<file path="src/rtl/mux_scanner.sv">
// One-hot LED column mux scanner with enforced all-off dead time between selections.
// state | meaning: IDLE lines off, waiting for mode | DEAD all-off dead time toward mux_idx | ON line mux_idx driven
module mux_scanner #(
    parameter int NB_MUX   = 8,
    parameter int DEADTIME = 4,
    localparam int IDX_W   = $clog2(NB_MUX)
) (
    input  logic              clk,
    input  logic              nrst,
    input  logic              enable,
    input  logic [1:0]        mode,
    input  logic [NB_MUX-1:0] manual_sel,
    input  logic              column_ready,
    input  logic              position_sync,
    output logic [NB_MUX-1:0] mux_out,
    output logic [IDX_W-1:0]  mux_idx,
    output logic              mux_ready,
    output logic              frame_done,
    output logic              overrun
);

    localparam logic [1:0] MODE_AUTO = 2'b01;
    localparam logic [1:0] MODE_MAN  = 2'b10;
    localparam int         CNT_W     = (DEADTIME > 1) ? $clog2(DEADTIME) : 1;
    localparam logic [CNT_W-1:0] CNT_LOAD = CNT_W'(DEADTIME - 1);
    localparam logic [IDX_W-1:0] IDX_LAST = IDX_W'(NB_MUX - 1);
    localparam logic [NB_MUX-1:0] SEL_ONE = {{(NB_MUX-1){1'b0}}, 1'b1};

    typedef enum logic [1:0] {IDLE, DEAD, ON} state_t;

    state_t            state_q, state_d;
    logic [IDX_W-1:0]  idx_q, idx_d;
    logic [CNT_W-1:0]  cnt_q, cnt_d;
    logic              manual_q, manual_d;
    logic              sync_q, sync_d;
    logic [NB_MUX-1:0] mux_out_q, mux_out_d;
    logic              mux_ready_q, mux_ready_d;
    logic              frame_done_q, frame_done_d;
    logic              overrun_q, overrun_d;

    logic              sel_onehot;
    logic [IDX_W-1:0]  sel_pos;
    logic              sync_rise;
    logic              run_ok;

    always_comb begin
        sel_onehot = (manual_sel != '0) && ((manual_sel & (manual_sel - SEL_ONE)) == '0);
        sel_pos    = '0;
        for (int i = 0; i < NB_MUX; i++) begin
            if (manual_sel[i]) sel_pos = IDX_W'(i);
        end
    end

    assign sync_rise = position_sync && !sync_q;
    // A run stays valid only while the mode it was started in is still selected.
    assign run_ok    = enable && (manual_q ? (mode == MODE_MAN) : (mode == MODE_AUTO));

    always_comb begin
        state_d      = state_q;
        idx_d        = idx_q;
        cnt_d        = cnt_q;
        manual_d     = manual_q;
        sync_d       = position_sync;
        frame_done_d = 1'b0;
        overrun_d    = overrun_q;

        case (state_q)
            IDLE: begin
                if (enable && mode == MODE_AUTO) begin
                    state_d  = DEAD;
                    idx_d    = '0;
                    cnt_d    = CNT_LOAD;
                    manual_d = 1'b0;
                end else if (enable && mode == MODE_MAN && sel_onehot) begin
                    state_d  = DEAD;
                    idx_d    = sel_pos;
                    cnt_d    = CNT_LOAD;
                    manual_d = 1'b1;
                end
            end
            DEAD, ON: begin
                if (!run_ok) begin
                    state_d = IDLE;
                end else if (manual_q) begin
                    if (!sel_onehot) begin
                        state_d = IDLE;
                    end else if (sel_pos != idx_q) begin
                        state_d = DEAD;
                        idx_d   = sel_pos;
                        cnt_d   = CNT_LOAD;
                    end else if (state_q == DEAD) begin
                        if (cnt_q == '0) state_d = ON;
                        else             cnt_d   = cnt_q - 1'b1;
                    end
                end else if (sync_rise) begin
                    state_d = DEAD;
                    idx_d   = '0;
                    cnt_d   = CNT_LOAD;
                end else if (state_q == ON && column_ready) begin
                    state_d      = DEAD;
                    cnt_d        = CNT_LOAD;
                    idx_d        = (idx_q == IDX_LAST) ? '0 : idx_q + 1'b1;
                    frame_done_d = (idx_q == IDX_LAST);
                end else if (state_q == DEAD) begin
                    if (cnt_q == '0) state_d = ON;
                    else             cnt_d   = cnt_q - 1'b1;
                end
            end
            default: state_d = IDLE;
        endcase

        // A sync restart swallows a coincident column_ready without flagging it.
        if (!enable) begin
            overrun_d = 1'b0;
        end else if (mode == MODE_AUTO && column_ready && state_q != ON
                     && !(sync_rise && state_q != IDLE)) begin
            overrun_d = 1'b1;
        end

        mux_ready_d = (state_d == ON);
        mux_out_d   = (state_d == ON) ? (SEL_ONE << idx_d) : '0;
    end

    always_ff @(posedge clk) begin
        if (!nrst) begin
            state_q      <= IDLE;
            idx_q        <= '0;
            cnt_q        <= '0;
            manual_q     <= 1'b0;
            sync_q       <= 1'b0;
            mux_out_q    <= '0;
            mux_ready_q  <= 1'b0;
            frame_done_q <= 1'b0;
            overrun_q    <= 1'b0;
        end else begin
            state_q      <= state_d;
            idx_q        <= idx_d;
            cnt_q        <= cnt_d;
            manual_q     <= manual_d;
            sync_q       <= sync_d;
            mux_out_q    <= mux_out_d;
            mux_ready_q  <= mux_ready_d;
            frame_done_q <= frame_done_d;
            overrun_q    <= overrun_d;
        end
    end

    assign mux_out    = mux_out_q;
    assign mux_idx    = idx_q;
    assign mux_ready  = mux_ready_q;
    assign frame_done = frame_done_q;
    assign overrun    = overrun_q;

endmodule

</file>
<file path="config.mk">
export PLATFORM = sky130hd
export DESIGN_NAME = mux_scanner
export DESIGN_NICKNAME = d
export VERILOG_FILES = /design/src/rtl/mux_scanner.sv
export SDC_FILE = /design/constraint.sdc
export NUM_CORES = 1
export LEC_CHECK = 0
export CAP_MARGIN = 20
export CORE_MARGIN = 3
export CORE_UTILIZATION = 46
export DETAILED_ROUTE_END_ITERATION = 7
export GPL_ROUTABILITY_DRIVEN = 0
export HOLD_SLACK_MARGIN = 0.02
export PLACE_DENSITY_LB_ADDON = 0.12
export SLEW_MARGIN = 20
export SYNTH_ARGS = -nofsm -noshare
export SYNTH_HDL_FRONTEND = slang
export SYNTH_SLANG_ARGS = --single-unit
</file>
<file path="constraint.sdc">
create_clock -name clk -period 2.6 [get_ports clk]
set_input_delay 0.52 -clock clk [delete_from_list [all_inputs] [get_ports clk]]
set_output_delay 0.52 -clock clk [all_outputs]
set_load 0.01 [all_outputs]
</file>
**Word-level counts from Yosys, hierarchy flattened**

Cells that the tools add are included.

- Input port bits: 15
- Register bits: 20
- Logic and storage cells: 97

- Eq/ne operators: 11
- Mux-type cells: 42
- $add $sub $neg: 3
- Reduce and logical (&&, ||, !) cells: 26
- Shifts and indexed selects: 1
- Bitwise operators: 5

Operator list:

| kind | count |
|---|---|
| two-way mux 3 bit | 15 |
| two-way mux 2 bit | 20 |
| logical AND 1 bit | 11 |
| AND 8 bit | 1 |
| zero test 8 bit | 1 |
| one-hot mux 2 bit (2 select lines) | 2 |
| nonzero test 8 bit | 1 |
| << shifter 1 x 3 -> 8 bit, first input constant | 1 |
| subtractor 8 x 1 -> 8 bit, second input constant | 1 |
| == test 2 bit, second input constant | 3 |
| != test 3 bit, second input constant | 2 |
| one-hot mux 3 bit (2 select lines) | 1 |
| AND reduction 2 bit | 3 |
| nonzero test 2 bit | 3 |
| OR reduction 6 bit | 1 |
| == test 2 x 1 -> 1 bit, second input constant | 2 |
| zero test 2 bit | 2 |
| two-way mux 1 bit | 4 |
| != test 2 bit, second input constant | 2 |
| NOT 1 bit | 4 |
| AND reduction 4 bit | 1 |
| adder 3 x 1 -> 3 bit, second input constant | 1 |
| == test 3 bit, second input constant | 1 |
| != test 3 bit | 1 |
| 3 further kinds | 4 |

**Depth between registers and ports, before layout**

- Word-level depth: 15
- Depth in mapped cells: 9

**Least setup slack after synthesis**

Ideal clock, no wire load.

- Kind: input to register
- Start point: input port manual_sel[1]
- End point: register idx_q[1], in the netlist mux_idx[1]
- Arrival: 2,431 ps
- Required time: 2,485 ps
- Path buffers: 0
- Path slack: 54 ps
- Stages on the path: 7
- Path through: or4_4 -> mux2_4 -> nor2_4 -> a21oi_2 -> o211a_1 -> o32a_2 -> and2_1

- Cells in the longest elaborated chain, start to end: 13
- Elaborated cells between the ends (all ways): 21

Ends and longest elaborated chain:

| item | RTL line | RTL |
|---|---|---|
| from (decl) | 12 | `input logic [NB_MUX-1:0] manual_sel,` |
| two-way mux 1 bit | 50 | `if (manual_sel[i]) sel_pos = IDX_W'(i);` |
| two-way mux 3 bit (6 in a row) | 50 |  |
| != test 3 bit | 87 | `end else if (sel_pos != idx_q) begin` |
| two-way mux 3 bit | 87 |  |
| two-way mux 3 bit | 85 | `if (!sel_onehot) begin` |
| two-way mux 3 bit | 84 | `end else if (manual_q) begin` |
| two-way mux 3 bit | 82 | `if (!run_ok) begin` |
| one-hot mux 3 bit (2 select lines) (*) | 67 | `case (state_q)` |
| to (signal assigned) | 137 | `idx_q <= idx_d;` |
| to (decl) | 32 | `logic [IDX_W-1:0] idx_q, idx_d;` |

Mark *: on every way between the ends. The rest lies on a longest branch, timed or not.
A chain may end at the register's enable or synchronous reset.

**Final worst setup path**

- Start point: input port manual_sel[5]
- End point: register mux_out_q[3], in the netlist mux_out[3]

- Cells in the longest elaborated chain, start to end: 11
- Elaborated cells between the ends (all ways): 27

Ends and longest elaborated chain:

| item | RTL line | RTL |
|---|---|---|
| parallel branches: the longest is 11 deep, another holds subtractor 8 x 1 -> 8 bit | - |  |
| to (signal assigned) | 141 | `mux_out_q <= mux_out_d;` |
| to (decl) | 36 | `logic [NB_MUX-1:0] mux_out_q, mux_out_d;` |

Several ways; the timed one is not identified.

==> impl_metrics.yaml <==
detailed_routing:
  drc: 0
  first_pass_iters: 4
  antenna_left: 0
  wirelength_mm: 4.53
  wire_per_inst_um: 16.5
  vias: 1569
  viasPerCell: 5.73
  drt-initial-drc-count: 83
setup_path:
  worst_setup_path_start_kind: "input pin"
  reg2reg_depth: 10
  r2r-start: "state_q[0]$_SDFF_PN0_"
  reg2reg_setup_slack_ns: 0.15
  endpoint_kind: "flip-flop"
  required_ns: 2.83
  path_class: "in -> reg"
  cp_max_fo: 5
  reg2reg_to: "mux_out[0]$_SDFF_PP0_"
  critPathArrivalTime_ns: 2.76
cells_and_area:
  regArea_um2: 403
  design_area_mm2: 0.00226
  fin_util_pct: 79.4
  layout_common_cells: "49 x buf_4, 23 x nor2_1, 19 x clkdlybuf4s50_1"
  n_antenna_cell: 0
  area_growth_pct: 60.2
  final_common_cell: "buf_4"
  instances_no_fill: 274
  nFillCells: 188
  multi_input_area_mm2: 0.00110
  nets: 265
  drive_gt1_share_pct: 37.9
floorplanning:
  ios: 29
  core_region_area_mm2: 0.00285
  dieWidth_um: 61.4
  die_h_um: 61.4
  rows: 19
  start_util_pct: 49.6
  die-area_mm2: 0.00377
place:
  hpwl_mm: 3.02
  io_buffers: 28
  dpl_cell_area_mm2: 0.00199
  place_inst: 258
synthesis:
  synth_fp_nets: 187
  yosys_warnings: 0
  yosysSeqAreaShare_pct: 28.3
  synthesis.area_mm2: 0.00141
  ys.flop_type: "dfxtp_1"
  ys_ff_latch: 20
  syn-instance-count: 166
  ys_async_sr_fraction_pct: 0
  avgSynthCellArea_um2: 8.52
  synth-edff-count: 0
  yosysUniqueCellTypes: 60
global_routing:
  grt_pass1_vias: 1543
  grt_max_degree: 13
  gr-total-overflow: 0
  antenna_found_initial: 0
  grt_use_total_pct: 23.6
  grt_pass1_wl_mm: 6.67
cts:
  cts_tree: "built"
  clkLatencyLatePin_ns: 0.33
  cts_made_buffers: 3
  clock_sinks: 20
  path_clk_slew_ns: 0.13
  cts_buffer_depth: 2
  root_buffer: "clkbuf_4"
  htreeDepth: 1
hold_path:
  min_path_type: "reg -> reg"
  hold_start: "overrun$_SDFFE_PN0P_"
  holdPathStages: 2
  hold_end: "overrun$_SDFFE_PN0P_"
run_status:
  status: "complete, no violations"
timing:
  slew_violations: 0
  clock-skew-final_ns: 0.00224
  setup_viol: 0
  worstMarginPinSlew_ns: 0.430
  clock.fmax_mhz: 394
  hold-worst-slack_ns: 0.448
  post-route-period-util_pct: 97.5
  maxSlewHeadroom_pct: 71.3
  finalHoldViolCount: 0
  fin_crit_ns: 2.54
pwr:
  power_per_cell_area_mw_per_mm2: 334
  p_total_mw: 0.758
  ir_drop_mv: 0.476
  leakagePower_nw: 0.992
flow_run:
  maxCapViolCount: 0
worst max-delay path: stages:
cell             delay [ns]
clkdlybuf4s50_1        0.55
buf_4                  0.18
nor2b_2                0.20
nor3_1                 0.08
a211oi_2               0.41
o31ai_2                0.14
a221oi_2               0.38
a211oi_4               0.10
nand3b_1               0.13
nor2_1                 0.05
report_power, final:
part / switching (mW) / total [mW] / internal [mW]
Clock: 0.115 / 0.271 / 0.156
Combinational: 0.0856 / 0.172 / 0.0863
Sequential: 0.00372 / 0.315 / 0.311
Total: 0.204 / 0.758 / 0.553
cells in the mapped netlist (2+ instances only):
master | n | area [µm²]
a211o_1 | 2 | 17.5
a211oi_1 | 3 | 22.5
a21oi_1 | 9 | 45.0
a22oi_1 | 2 | 15.0
a31oi_1 | 2 | 12.5
and2_1 | 3 | 18.8
and2b_1 | 2 | 15.0
and3_1 | 2 | 12.5
clkbuf_1 | 2 | 7.51
dfxtp_1 | 20 | 400
ha_1 | 6 | 75.1
inv_1 | 6 | 22.5
nand2_1 | 14 | 52.6
nand2b_1 | 5 | 31.3
nand3_1 | 5 | 25.0
nand3b_1 | 3 | 22.5
nor2_1 | 24 | 90.1
nor2b_1 | 5 | 31.3
nor4b_1 | 3 | 26.3
o211a_1 | 3 | 30.0
o211ai_1 | 2 | 15.0
o21ai_0 | 3 | 15.0
o31ai_1 | 2 | 15.0
xor2_1 | 2 | 17.5
layer usage:
metal  track usage, %  up-vias  wire length, µm
li1                 -      764                -
met3             4.40       11              193
met5                0        -                0
met2             41.4       50             2250
met4             6.67        0              108
met1             29.4      744             1970
layout make-up:
cell class	instances	share of cell area [%]
Clock buffer	3	0.994
Tap cell	31	1.71
Multi-Input combinational cell	136	48.5
Timing Repair Buffer	77	28.7
Inverter	6	0.994
Clock inverter	1	1.33
Sequential cell	20	17.8
flip-flops by register name (all words and copies together), names as in the netlist:
register / count
frame_done: 1
manual_q: 1
sync_q: 1
state_q: 2
mux_out: 8
mux_idx: 3
cnt_q: 2
mux_ready: 1
overrun: 1
how the worst max path moves through the flow:
stage / cells past startpoint / to / slack (ns) / startpoint
final: 10 / mux_out[3]$_SDFF_PP0_ / 0.06 / manual_sel[5]
after CTS: 10 / mux_out[5]$_SDFF_PN0_ / 0.003 / mode[0]
after floorplan: 7 / mux_idx[1]$_SDFF_PN0_ / 0.05 / manual_sel[1]
after global routing: 9 / mux_out[3]$_SDFF_PP0_ / -0.13 / manual_sel[5]
after detailed placement: 11 / cnt_q[0]$_SDFFE_PN0P_ / -0.48 / manual_sel[1]
after global placement: 10 / mux_out[5]$_SDFF_PN0_ / -0.46 / manual_sel[0]
cells by family after synthesis:
logic type | after synthesis | share of synthesized area (%)
DFF | 20 | 28.3
muxes | 1 | 1.06
and+or+nand+nor | 79 | 31.6
buffers and inverters | 10 | 2.74
AOI/OAI and AO/OA | 47 | 29.0
xor gates and xnor gates | 2 | 1.24
adders and majority gates | 7 | 6.02
per-stage QoR:
stage | setup slack [ns] | TNS, ns
6_report | 0.0648 | 0
5_1_grt | -0.134 | -0.795
4_1_cts | 0.00274 | 0
3_5_place_dp | -0.478 | -6.46
3_3_place_gp | -0.460 | -5.72
2_1_floorplan | 0.0545 | 0
timing repair:
item / in CTS / in global routing
pin swaps: 10 / 19
resized for setup: 11 / 30
buffers inserted: 4 / 8
endpoints found under the setup margin: 14 / 14
hold buffers: 0 / 0
(Power assumes the default switching activity.)
